### src/rtl/gamepad_overlay_renderer.sv
// Draws a grid of 8x8 scaled button glyphs per gamepad over a pixel stream, coloured by
// per-button press/decay state updated once per frame; 2-cycle pixel pipeline with aligned syncs.
module gamepad_overlay_renderer #(
  parameter int unsigned NUM_PADS    = 2,
  parameter int unsigned SCALE_SHIFT = 2,
  parameter int unsigned GAP         = 8,
  parameter int unsigned X0          = 16,
  parameter int unsigned Y0          = 64,
  parameter int unsigned ROW_PITCH   = 64,
  parameter int unsigned HOLD_FRAMES = 15,
  parameter int unsigned TICK_Y      = 480
) (
  input  logic                    clk,
  input  logic                    rst_n,
  input  logic [9:0]              pix_x,
  input  logic [9:0]              pix_y,
  input  logic                    display_on,
  input  logic                    hsync_in,
  input  logic                    vsync_in,
  input  logic [12*NUM_PADS-1:0]  buttons,
  input  logic [NUM_PADS-1:0]     pad_present,
  output logic [5:0]              rgb,
  output logic                    hsync_out,
  output logic                    vsync_out
);

  localparam int unsigned CELL_W  = 32'd8 << SCALE_SHIFT;
  localparam int unsigned PITCH   = CELL_W + GAP;
  localparam int unsigned NBTN    = 12;
  localparam int unsigned NB      = 24;

  typedef enum logic [1:0] {ST_IDLE, ST_PRESSED, ST_DECAY} btn_state_e;

  btn_state_e  st_q  [NB];
  logic [7:0]  cnt_q [NB];
  logic [1:0]  pres_q;
  logic [1:0]  pres_d;
  logic [23:0] btn_d;
  logic        frame_tick;

  logic        x_hit, y_hit;
  logic [3:0]  k_c;
  logic        pad_c;
  logic [9:0]  off_x, off_y;

  logic        s1_vld_q, s1_vld_d;
  logic [3:0]  s1_btn_q;
  logic        s1_pad_q;
  logic [2:0]  s1_row_q, s1_row_d;
  logic [2:0]  s1_col_q, s1_col_d;
  logic        s1_hs_q, s1_vs_q;

  logic [4:0]  s1_idx;
  logic [7:0]  glyph_row;
  logic        glyph_bit;
  logic [5:0]  rgb_d;

  assign frame_tick = (pix_x == 10'd0) && (pix_y == 10'(TICK_Y));
  assign pres_d     = 2'(pad_present);
  assign btn_d      = 24'(buttons);

  // Glyph rows 0-6 packed MSB-first; row 7 is the shared underline bar.
  function automatic logic [7:0] glyph(input logic [3:0] k, input logic [2:0] r);
    logic [55:0] g;
    logic [5:0]  sh;
    case (k)
      4'd0:    g = 56'h60607C6666667C;
      4'd1:    g = 56'h66663C18181818;
      4'd2:    g = 56'h007E4242427E00;
      4'd3:    g = 56'h0060787E786000;
      4'd4:    g = 56'h183C7E18181800;
      4'd5:    g = 56'h001818187E3C18;
      4'd6:    g = 56'h0010307E301000;
      4'd7:    g = 56'h00080C7E0C0800;
      4'd8:    g = 56'h3C66667E666666;
      4'd9:    g = 56'h66663C183C6666;
      4'd10:   g = 56'h6060606060607E;
      4'd11:   g = 56'h7C66667C786C66;
      default: g = '0;
    endcase
    sh = {3'(3'd6 - r), 3'b000};
    if (r == 3'd7) glyph = 8'hFF;
    else           glyph = 8'(g >> sh);
  endfunction

  // Stage 1 decode: which cell (if any) the pixel falls in, and the offset inside it.
  always_comb begin
    x_hit = 1'b0;
    k_c   = '0;
    off_x = '0;
    y_hit = 1'b0;
    pad_c = 1'b0;
    off_y = '0;
    for (int unsigned k = 0; k < NBTN; k++) begin
      if ((32'(pix_x) >= X0 + k*PITCH) && (32'(pix_x) < X0 + k*PITCH + CELL_W)) begin
        x_hit = 1'b1;
        k_c   = 4'(k);
        off_x = pix_x - 10'(X0 + k*PITCH);
      end
    end
    for (int unsigned p = 0; p < NUM_PADS; p++) begin
      if ((32'(pix_y) >= Y0 + p*ROW_PITCH) && (32'(pix_y) < Y0 + p*ROW_PITCH + CELL_W)) begin
        y_hit = 1'b1;
        pad_c = 1'(p);
        off_y = pix_y - 10'(Y0 + p*ROW_PITCH);
      end
    end
  end

  assign s1_vld_d = display_on && x_hit && y_hit;
  assign s1_row_d = 3'(off_y >> SCALE_SHIFT);
  assign s1_col_d = 3'(off_x >> SCALE_SHIFT);

  // Stage 2: glyph lookup and state colour.
  assign s1_idx    = 5'(s1_pad_q) * 5'd12 + 5'(s1_btn_q);
  assign glyph_row = glyph(s1_btn_q, s1_row_q);
  assign glyph_bit = glyph_row[3'd7 - s1_col_q];

  always_comb begin
    rgb_d = 6'b000000;
    if (s1_vld_q && glyph_bit) begin
      if (!pres_q[s1_pad_q]) begin
        rgb_d = 6'b010101;
      end else begin
        case (st_q[s1_idx])
          ST_PRESSED: rgb_d = 6'b001100;
          ST_DECAY:   rgb_d = 6'b111100;
          default:    rgb_d = 6'b111111;
        endcase
      end
    end
  end

  always_ff @(posedge clk or negedge rst_n) begin
    if (!rst_n) begin
      s1_vld_q  <= 1'b0;
      s1_btn_q  <= '0;
      s1_pad_q  <= 1'b0;
      s1_row_q  <= '0;
      s1_col_q  <= '0;
      s1_hs_q   <= 1'b1;
      s1_vs_q   <= 1'b1;
      rgb       <= '0;
      hsync_out <= 1'b1;
      vsync_out <= 1'b1;
    end else begin
      s1_vld_q  <= s1_vld_d;
      s1_btn_q  <= k_c;
      s1_pad_q  <= pad_c;
      s1_row_q  <= s1_row_d;
      s1_col_q  <= s1_col_d;
      s1_hs_q   <= hsync_in;
      s1_vs_q   <= vsync_in;
      rgb       <= rgb_d;
      hsync_out <= s1_hs_q;
      vsync_out <= s1_vs_q;
    end
  end

  // Per-button state machine; advances only on the frame tick. Unbuilt pads read as absent.
  always_ff @(posedge clk or negedge rst_n) begin
    if (!rst_n) begin
      pres_q <= '0;
      for (int unsigned i = 0; i < NB; i++) begin
        st_q[i]  <= ST_IDLE;
        cnt_q[i] <= '0;
      end
    end else if (frame_tick) begin
      pres_q <= pres_d;
      for (int unsigned p = 0; p < 2; p++) begin
        for (int unsigned k = 0; k < NBTN; k++) begin
          if (!pres_d[p]) begin
            st_q[p*NBTN+k]  <= ST_IDLE;
            cnt_q[p*NBTN+k] <= '0;
          end else if (btn_d[p*NBTN+k]) begin
            st_q[p*NBTN+k]  <= ST_PRESSED;
            cnt_q[p*NBTN+k] <= '0;
          end else begin
            case (st_q[p*NBTN+k])
              ST_PRESSED: begin
                if (HOLD_FRAMES == 0) begin
                  st_q[p*NBTN+k] <= ST_IDLE;
                end else begin
                  st_q[p*NBTN+k]  <= ST_DECAY;
                  cnt_q[p*NBTN+k] <= 8'(HOLD_FRAMES - 1);
                end
              end
              ST_DECAY: begin
                if (cnt_q[p*NBTN+k] == 8'd0) st_q[p*NBTN+k] <= ST_IDLE;
                else cnt_q[p*NBTN+k] <= cnt_q[p*NBTN+k] - 8'd1;
              end
              default: st_q[p*NBTN+k] <= ST_IDLE;
            endcase
          end
        end
      end
    end
  end

endmodule

### config.mk
export PLATFORM = sky130hd
export DESIGN_NAME = gamepad_overlay_renderer
export DESIGN_NICKNAME = d
export VERILOG_FILES = /design/src/rtl/gamepad_overlay_renderer.sv
export SDC_FILE = /design/constraint.sdc
export NUM_CORES = 1
export LEC_CHECK = 0
export BUFFER_PORTS_ARGS = -buffer_cell sky130_fd_sc_hd__buf_2
export CAP_MARGIN = 15
export CORE_UTILIZATION = 45
export DETAILED_ROUTE_END_ITERATION = 8
export HOLD_SLACK_MARGIN = 0.08
export SYNTH_ARGS = -nofsm -noshare
export SYNTH_HDL_FRONTEND = slang
export SYNTH_SLANG_ARGS = --single-unit
export TNS_END_PERCENT = 10
### constraint.sdc
create_clock -name clk -period 6.3 [get_ports clk]
set_input_delay 0.315 -clock clk [delete_from_list [all_inputs] [get_ports clk]]
set_output_delay 0.315 -clock clk [all_outputs]
set_load 0.01 [all_outputs]
==> results.md, run 1 <==
- The max-capacitance violation count is 0.
- Summing over every cut layer, the via total after detailed routing is 15200.
- The highest ir drop seen on vdd is 0.188 mV.
- The logic depth of the worst register-to-register path is 8.
- The TritonCTS clock tree is built.
- The horizontal extent of the die is 198 µm.
- The share of total power dissipated in sequential elements is 46.5%.
- The final setup violation count is 0.
- The post-synthesis cell type count is 71.
- The multiplexer area fraction after synthesis is 2.48%.
- The number of clock sinks is 264.
- The library cell used most frequently in the layout, excluding fill and tap cells, is dfrtp_1.
- Once layout is complete, the utilization of the core stands at 51.0%.
- The worst setup path is of the register to register kind.
- In the layout the commonest cells are dfrtp_1 (260), o21ai_0 (253), nand2_1 (225).
- The TritonCTS buffer count is 31.
- In this run the number of H-tree levels came out at 1.
- Internal power comes to 2.81 mW.
- The Yosys step of the flow raised 0 warnings.
- Net switching is 23.7% of the power.
- The via count of the first global-routing pass came to 14300.
- After detailed routing, the number of remaining DRC violations is 0.
- At the placement stage, the worst setup path has a slack of 2.76 ns.
- Of the synthesized area, sequential elements account for 38.2%.
- The final number of hold-violating endpoints is 0.
- The minimum clock period is 3.42 ns.
- Data on the critical path is required at its endpoint by 6.69 ns.
- The aggregate global routing overflow is 0.
- In this run the core area contains 71 standard-cell rows.
- The setup slack of the critical path after layout is 2.88 ns.
- The maximum buffer depth of the clock tree is 3.
- The endpoint of the worst-slack reg-to-reg timing path is rgb[5]$_DFF_PN0_.
- The worst setup path is captured at a register.
- The achievable clock frequency is 292 MHz.
- Leaving out filler cells and counting taps, the final layout contains 2669.
- The endpoint with the worst hold slack is s1_row_q[1]$_DFF_PN0_.
- In the final layout, the share of cells above drive strength 1 is 7.83%.
- The routed wire length is 40700 µm.
- Counting every instance in the synthesized netlist gives 2090.
- The average instance in the mapped netlist occupies 8.29 µm².
- The clock insertion delay at the later pin of the skew report is 0.56 ns.
- The number of hold-repair buffers added at the cts stage is 35.
- The first global-routing pass estimated 69200 µm of wire.
- The initial standard-cell utilization of the core is 45.9%.
- The area share of and/or/nand/nor cells after synthesis is 26.2%.
- Buffers placed on the I/O ports in this run total 58.
- The placeable core area is 37800 µm².
- The initial antenna violation count was 1.
- Walking the worst path, the cells encountered are buf_4 > inv_1 > ha_1 > or3b_2 > a31oi_1 > nor3_1 > o41ai_1 > a211oi_1.
- The longest individual stage delay on the worst path is 0.91 ns.
- In this run the remaining antenna-violating nets after routing total 0.
- The average routed wire per standard cell is 15.3 µm.
- Among all stages on the critical path, the largest delay is contributed by o41ai_1.
- The pre-antenna-repair detailed-routing pass consisted of 5 iterations.
- The clock arrives with 0.00737 ns of skew.
- The maximum number of pins on one net before global-route repair is 100.
- The flow ran to the end, and the final reports show no timing, DRC or antenna violations.
- In this run the power density over the cells is 191 nW/µm².
- The reg-to-reg critical path startpoint is s1_btn_q[1]$_DFF_PN0_.
- Relative to the synthesized area, the layout overhead comes to 11.2%.
- Including well taps, the total number of placed cells is 2579.
- The synthesized netlist occupies a cell area of 17300 µm².
- The mean number of vias per cell is 5.71.
- The class of the most critical hold timing path is input pin to register.
- Once the clock tree was built, the setup fixing pass inserted 0 buffers.
- The most instantiated flip-flop cell in the synthesis netlist is dfrtp_1.
- The final instance area is 19300 µm².
- For this design the total switching power over the nets is 0.872 mW.
- The final worst-path cycle share is 54.3%.
- The arrival time at the worst endpoint is 3.81 ns.
- The post-layout net count is 2299.
- For this design the static power due to leakage is 8.50 nW.
- For the pin with the worst max-slew slack, the measured transition is 1.01 ns.
- The clock transition at the register clock pins on the worst setup and hold paths after CTS is 0.06 ns.
- Measured against its own limit, the worst slew margin works out to 31.9%.
- The total count of max-transition violations in the final report came to 0.
- Summing all placed instances gives a cell area of 17900 µm².
- The routability-driven placement congestion ratio is 0.862.
- The share of the synthesized area in compound gates (AO/OA/AOI/OAI) is 20.2%.
- By area, the combinational part of the netlist is dominated by simple AND/OR/NAND/NOR gates.
- The global-route usage over all layers is 21.0%.
- After synthesis the netlist holds a flip-flop and latch count of 264.
- The die covers 39300 µm².
- The register-to-register path setup slack is 2.88 ns.
- After synthesis, the share of flip-flops with an asynchronous set or reset is 100%.
- Final hold analysis gives a worst-case slack of 0.125 ns.
- Along the worst hold path, the cell count comes to 3.
- The root buffer cell chosen for the clock tree is clkbuf_16.
- The clock network burns 46.6% of the power.
- The maximum fanout along the worst path is 24.
- After the first detailed-routing iteration, the DRC count stood at 899.
- In this run, synthesis inferred 0 flip-flops with an integrated enable.
- Setup repair after global routing left no endpoint under its margin.
- In this run the vertical extent of the chip is 198 µm.
- The total design power is 3.68 mW.
- The net count after synthesis is 2252.
- In this run the most critical hold path is launched from pix_y[9].
- For the final routed database, the setup TNS stands at 0 ns.
- The area share of fa/ha/maj cells after synthesis is 8.12%.
- The synthesized netlist devotes 0.152% of its cell area to XOR and XNOR gates.
- The startpoint kind of the worst setup timing path is a register.
- The combinational cell fraction of total power is 6.9%.
- The half-perimeter wire length of the detailed placement result is 27900 µm.
- The layout has 3495 filler cells.
- Pin placement for this block handled 59 I/O pins.
- Once the clock tree was built, the resizer swapped 0 gates to a different size.
==> power groups by stage <==
stage | registers (mW) | logic [mW] | clock network [mW]
after global routing | 1.71 | 0.284 | 1.84
after floorplan | 1.74 | 0.147 | 0
final | 1.71 | 0.255 | 1.72
after CTS | 1.71 | 0.256 | 1.78
after detailed placement | 1.74 | 0.238 | 0
after global placement | 1.74 | 0.238 | 0
==> logic make-up after synthesis <==
| kind of cell | count (synthesis) |
|---|---|
| adders and majority gates | 112 |
| buffers and inverters | 200 |
| AOI/OAI and AO/OA | 603 |
| muxes | 25 |
| DFF | 264 |
| xor gates and xnor gates | 3 |
| and+or+nand+nor | 883 |
==> Yosys cell counts (all sizes together) (8+ instances only) <==
| master | instances | area (µm²) |
|---|---|---|
| nor2 | 206 | 946 |
| or3 | 41 | 267 |
| ha | 110 | 1380 |
| inv | 111 | 417 |
| a211oi | 8 | 60.1 |
| a21o | 8 | 60.1 |
| buf | 24 | 139 |
| nand2b | 96 | 601 |
| a31oi | 61 | 382 |
| clkbuf | 65 | 244 |
| and2 | 9 | 56.3 |
| nor3b | 18 | 135 |
| nor3 | 35 | 186 |
| nand3 | 138 | 741 |
| or4 | 11 | 86.3 |
| nand2 | 225 | 845 |
| a41oi | 18 | 158 |
| mux4 | 14 | 315 |
| o31ai | 42 | 315 |
| o21ai | 254 | 1270 |
| a21oi | 159 | 800 |
| o41ai | 8 | 70.1 |
| dfrtp | 260 | 6510 |
| mux2i | 8 | 80.1 |
| nor2b | 56 | 350 |
| nor4 | 26 | 163 |
==> critical path, delay by kind of cell, from the launching register on <==
| kind | cells | cell delay, ns |
|---|---|---|
| AOI/OAI and AO/OA | 3 | 1.33 |
| and+or+nand+nor | 2 | 0.58 |
| DFF | 1 | 0.40 |
| buffers and inverters | 2 | 0.48 |
| adders and majority gates | 1 | 0.45 |
==> per-layer routing <==
layer | share of wire [%] | GRT usage, % | vias to the layer above | wire length (µm)
li1 | - | - | 7565 | -
met1 | 48 | 29.2 | 7353 | 19400
met2 | 46 | 34.3 | 265 | 18800
met3 | 4.3 | 3.15 | 45 | 1760
met4 | 1.9 | 4.91 | 0 | 778
met5 | 0 | 0 | - | 0
==> worst max path at each step <==
stage,from,endpoint,slack (ns),cells after the start
after global placement,pix_x[7],cnt_q[14]$_DFFE_PN0P_,2.80,8
after detailed placement,pix_x[7],cnt_q[14]$_DFFE_PN0P_,2.76,8
final,s1_btn_q[1]$_DFF_PN0_,rgb[5]$_DFF_PN0_,2.88,8
after CTS,s1_btn_q[1]$_DFF_PN0_,rgb[5]$_DFF_PN0_,2.81,8
after floorplan,s1_btn_q[0]$_DFF_PN0_,rgb[5]$_DFF_PN0_,2.76,9
after global routing,s1_btn_q[1]$_DFF_PN0_,rgb[5]$_DFF_PN0_,2.61,8
==> area by class of cell <==
cell class	count	area [µm²]	area share (%)
Clock buffer	47	906	4.70
Sequential cell	264	6610	34.3
Timing Repair Buffer	103	723	3.75
Antenna cell	1	2.50	0.0130
Tap cell	511	639	3.32
Multi-Input combinational cell	1626	9910	51.4
Inverter	111	417	2.16
Clock inverter	6	57.6	0.299
==> registers in the layout, summed over array words and instances, names as in the netlist <==
register / count
cnt_q: 192
st_q: 48
s1_vld_q: 1
vsync_out: 1
s1_btn_q: 4
s1_row_q: 3
s1_hs_q: 1
s1_col_q: 3
hsync_out: 1
pres_q: 2
s1_pad_q: 1
rgb: 6
s1_vs_q: 1
Note: power is estimated with default switching activity, not from simulation.
==> run 2: changes to the inputs <==
==> constraint.sdc (replaced) <==
create_clock -name clk -period 3 [get_ports clk]
set_input_delay 0.15 -clock clk [delete_from_list [all_inputs] [get_ports clk]]
set_output_delay 0.15 -clock clk [all_outputs]
set_load 0.01 [all_outputs]
==> results.md, run 2 (synthesized netlist as in run 1, its figures left out) <==
- The register-to-register path setup slack came to 0.36 ns (-2.52 ns).
- The post-route clock skew was 0.00995 ns (+0.00258 ns).
- The count of TritonRoute iterations in the first routing pass came to 5 (unchanged).
- The final cell count without fillers is 2723 (+2.0%).
- The sequential cell area was 6610 µm² (unchanged).
- The routability-driven placement congestion ratio was 0.908 (+5.2%).
- The die extent in y is 198 µm (unchanged).
- The switching power came to 1.96 mW (+120%).
- The violation count after the first detailed-routing iteration is 826 (-8.1%).
- The horizontal extent of the die is 198 µm (unchanged).
- The setup TNS after final layout is 0 ns (unchanged).
- The highest ir drop seen on vdd is 0.409 mV (+120%).
- The routed wire length is 41600 µm (+2.2%).
- The area used by multi-input combinational logic was 9930 µm² (+0.15%).
- The endpoint of the most critical setup path is cnt_q[172]$_DFFE_PN0P_.
- The run finished with clean final reports.
- The mean number of vias per cell is 5.68 (-0.41%).
- The leakage power of the design is 8.83 nW (+3.9%).
- The switching power as a share of total power is 23.7% (about the same).
- Setup repair after global routing left no endpoint under its margin.
- The maximum fanout along the worst path came to 29 (+21%).
- The internal power is 6.32 mW (+120%).
- The global-route wire length before repair is 71600 µm (+3.4%).
- The half-perimeter wire length of the detailed placement result is 28700 µm (+2.8%).
- The arrival time at the worst endpoint is 3.27 ns (-0.54 ns).
- The critical path is of the input pin to register type.
- The via count of the first global-routing pass came to 14800 (+3.6%).
- The TritonCTS buffer count is 34 (+9.7%).
- The areal power density over the cells is 417 nW/µm² (+120%).
- The number of flip-flops under the largest register name was 192 (unchanged).
- The clock transition at the register clock pins on the worst setup and hold paths after CTS is 0.06 ns (about the same).
- The register with the most flip-flops is cnt_q.
- The final setup violation count is 0 (unchanged).
- The portion of total power attributed to sequential cells is 43.4% (-3.1 points).
- The area overhead of the layout relative to synthesis is 14.6%.
- The minimum clock period is 2.84 ns.
- The number of cell rows is 71 (unchanged).
- The area of the die is 39300 µm² (unchanged).
- The critical path starts at pix_x[9].
- The final core utilization came to 52.6% (+1.6 points).
- In the layout the commonest cells are dfrtp_1 (260), o21ai_0 (253), nand2_1 (225).
- The worst setup path is captured at a register.
- The vias after detailed routing is 15500 (+1.6%).
- The fraction of final layout cells with drive strength greater than 1 is 9.95% (+2.1 points).
- The number of clock sinks is 264 (unchanged).
- The min-delay analysis places its worst path in the category input pin to register.
- The transition time of the tightest slew-check pin was 0.691 ns (-0.317 ns).
- The combinational cell fraction of total power was 6.8% (about the same).
- The aggregate global routing overflow is 0 (unchanged).
- The minimum hold slack came to 0.108 ns (-0.0170 ns).
- The placeable core area is 37800 µm² (unchanged).
- The final instance area is 19900 µm² (+3.1%).
- The layout filler cell count is 3505 (+0.29%).
- The clock insertion delay at the later pin of the skew report is 0.52 ns (-0.04 ns).
- The average routed wire per standard cell was 15.3 µm (+0.21%).
- The clock root buffer master is clkbuf_16.
- The data required time of the worst path is 3.43 ns (-3.26 ns).
- The global-route usage over all layers was 21.9% (+0.87 points).
- The clock power share is 49.8% (+3.2 points).
- The number of cells after detailed placement was 2623 (+1.7%).
- The initial standard-cell utilization of the core came to 45.9% (unchanged).
- The DRC violation count after routing is 0 (unchanged).
- The final worst-path cycle share is 94.8%.
- The total count of max-transition violations in the final report is 0 (unchanged).
- The reg-to-reg critical path startpoint is s1_btn_q[2]$_DFF_PN0_.
- The final number of hold-violating endpoints is 0 (unchanged).
- The most frequent standard cell in the layout excluding fill and tap cells is dfrtp_1.
- The number of hold-repair buffers added at the cts stage is 39 (+11%).
- The post-layout net count is 2349 (+2.2%).
- The number of buffers inserted to repair setup after CTS was 0 (unchanged).
- The maximum number of pins on one net before global-route repair is 75 (-25%).
- The count of input and output buffers was 58 (unchanged).
- The worst setup path is launched from an input pin.
- The achievable clock frequency is 352 MHz.
- The deepest level of the CTS H-tree came to 2 (+1).
- The number of nets with antenna violations after routing is 0 (unchanged).
- The initial antenna violation count is 1 (unchanged).
- The logic depth of the worst register-to-register path is 7 (-1).
- The worst slew margin relative to its limit is 53.5% (+22 points).
- In the final layout, the registers with the most flip-flops are cnt_q: 192 flops, st_q: 48 flops, rgb: 6 flops.
- The post-CTS resize count is 0 (unchanged).
- The worst min-delay path startpoint is pix_x[3].
- The cell area reported after detailed placement is 18300 µm² (+2.2%).
- The maximum buffer depth of the clock tree came to 3 (unchanged).
- The TritonCTS clock tree is built.
- The total I/O pin count is 59 (unchanged).
- The endpoint of the worst-slack reg-to-reg timing path is rgb[5]$_DFF_PN0_.
- The max-capacitance violation count is 0 (unchanged).
==> run 2: stage by stage <==
stage / power [mW] / setup slack, ns
3_5_place_dp: 4.19 / 0.191
2_1_floorplan: 3.96 / 0.111
4_1_cts: 8.40 / 0.171
6_report: 8.27 / 0.157
3_3_place_gp: 4.18 / 0.255
5_1_grt: 8.61 / 0.00306
==> run 2: worst max-delay path: stages <==
cell and delay, ns:
dlygate4sd3_1 0.54, buf_2 0.16, or3_4 0.40, or4_4 0.46, or3_4 0.65, buf_12 0.27, nor2_1 0.17, nand3_1 0.19
o31ai_1 0.26
==> run 2: area by class of cell <==
class | count | area share (%)
Multi-Input combinational cell | 1626 | 50.0
Sequential cell | 264 | 33.3
Timing Repair Buffer | 150 | 5.73
Clock buffer | 51 | 5.13
Tap cell | 511 | 3.22
Inverter | 111 | 2.10
Clock inverter | 9 | 0.523
Antenna cell | 1 | 0.0126
==> run 2: worst min-delay path by stage <==
stage                                   to  slack (ns)  cells after the start
finish               s1_col_q[1]$_DFF_PN0_        0.11                      2
floorplan             cnt_q[0]$_DFFE_PN0P_       -0.15                      0
global placement    cnt_q[149]$_DFFE_PN0P_        0.17                      1
CTS                  s1_col_q[1]$_DFF_PN0_        0.09                      2
detailed placement  cnt_q[149]$_DFFE_PN0P_        0.17                      1
global route         s1_col_q[1]$_DFF_PN0_        0.11                      2
==> run 2: power groups by stage <==
stage | clock, mW | combinational (mW) | sequential [mW]
after floorplan | 0 | 0.311 | 3.65
final | 4.12 | 0.563 | 3.59
after CTS | 4.24 | 0.567 | 3.59
after detailed placement | 0 | 0.527 | 3.66
after global routing | 4.39 | 0.628 | 3.59
after global placement | 0 | 0.525 | 3.66
==> run 2: metal layers <==
metal  track usage [%]  share of wire [%]  vias up
met4              7.15                2.7        0
met5                 0                  0        -
li1                  -                  -     7672
met1              29.8                 47     7452
met3              3.41                4.1       72
met2              35.4                 46      277
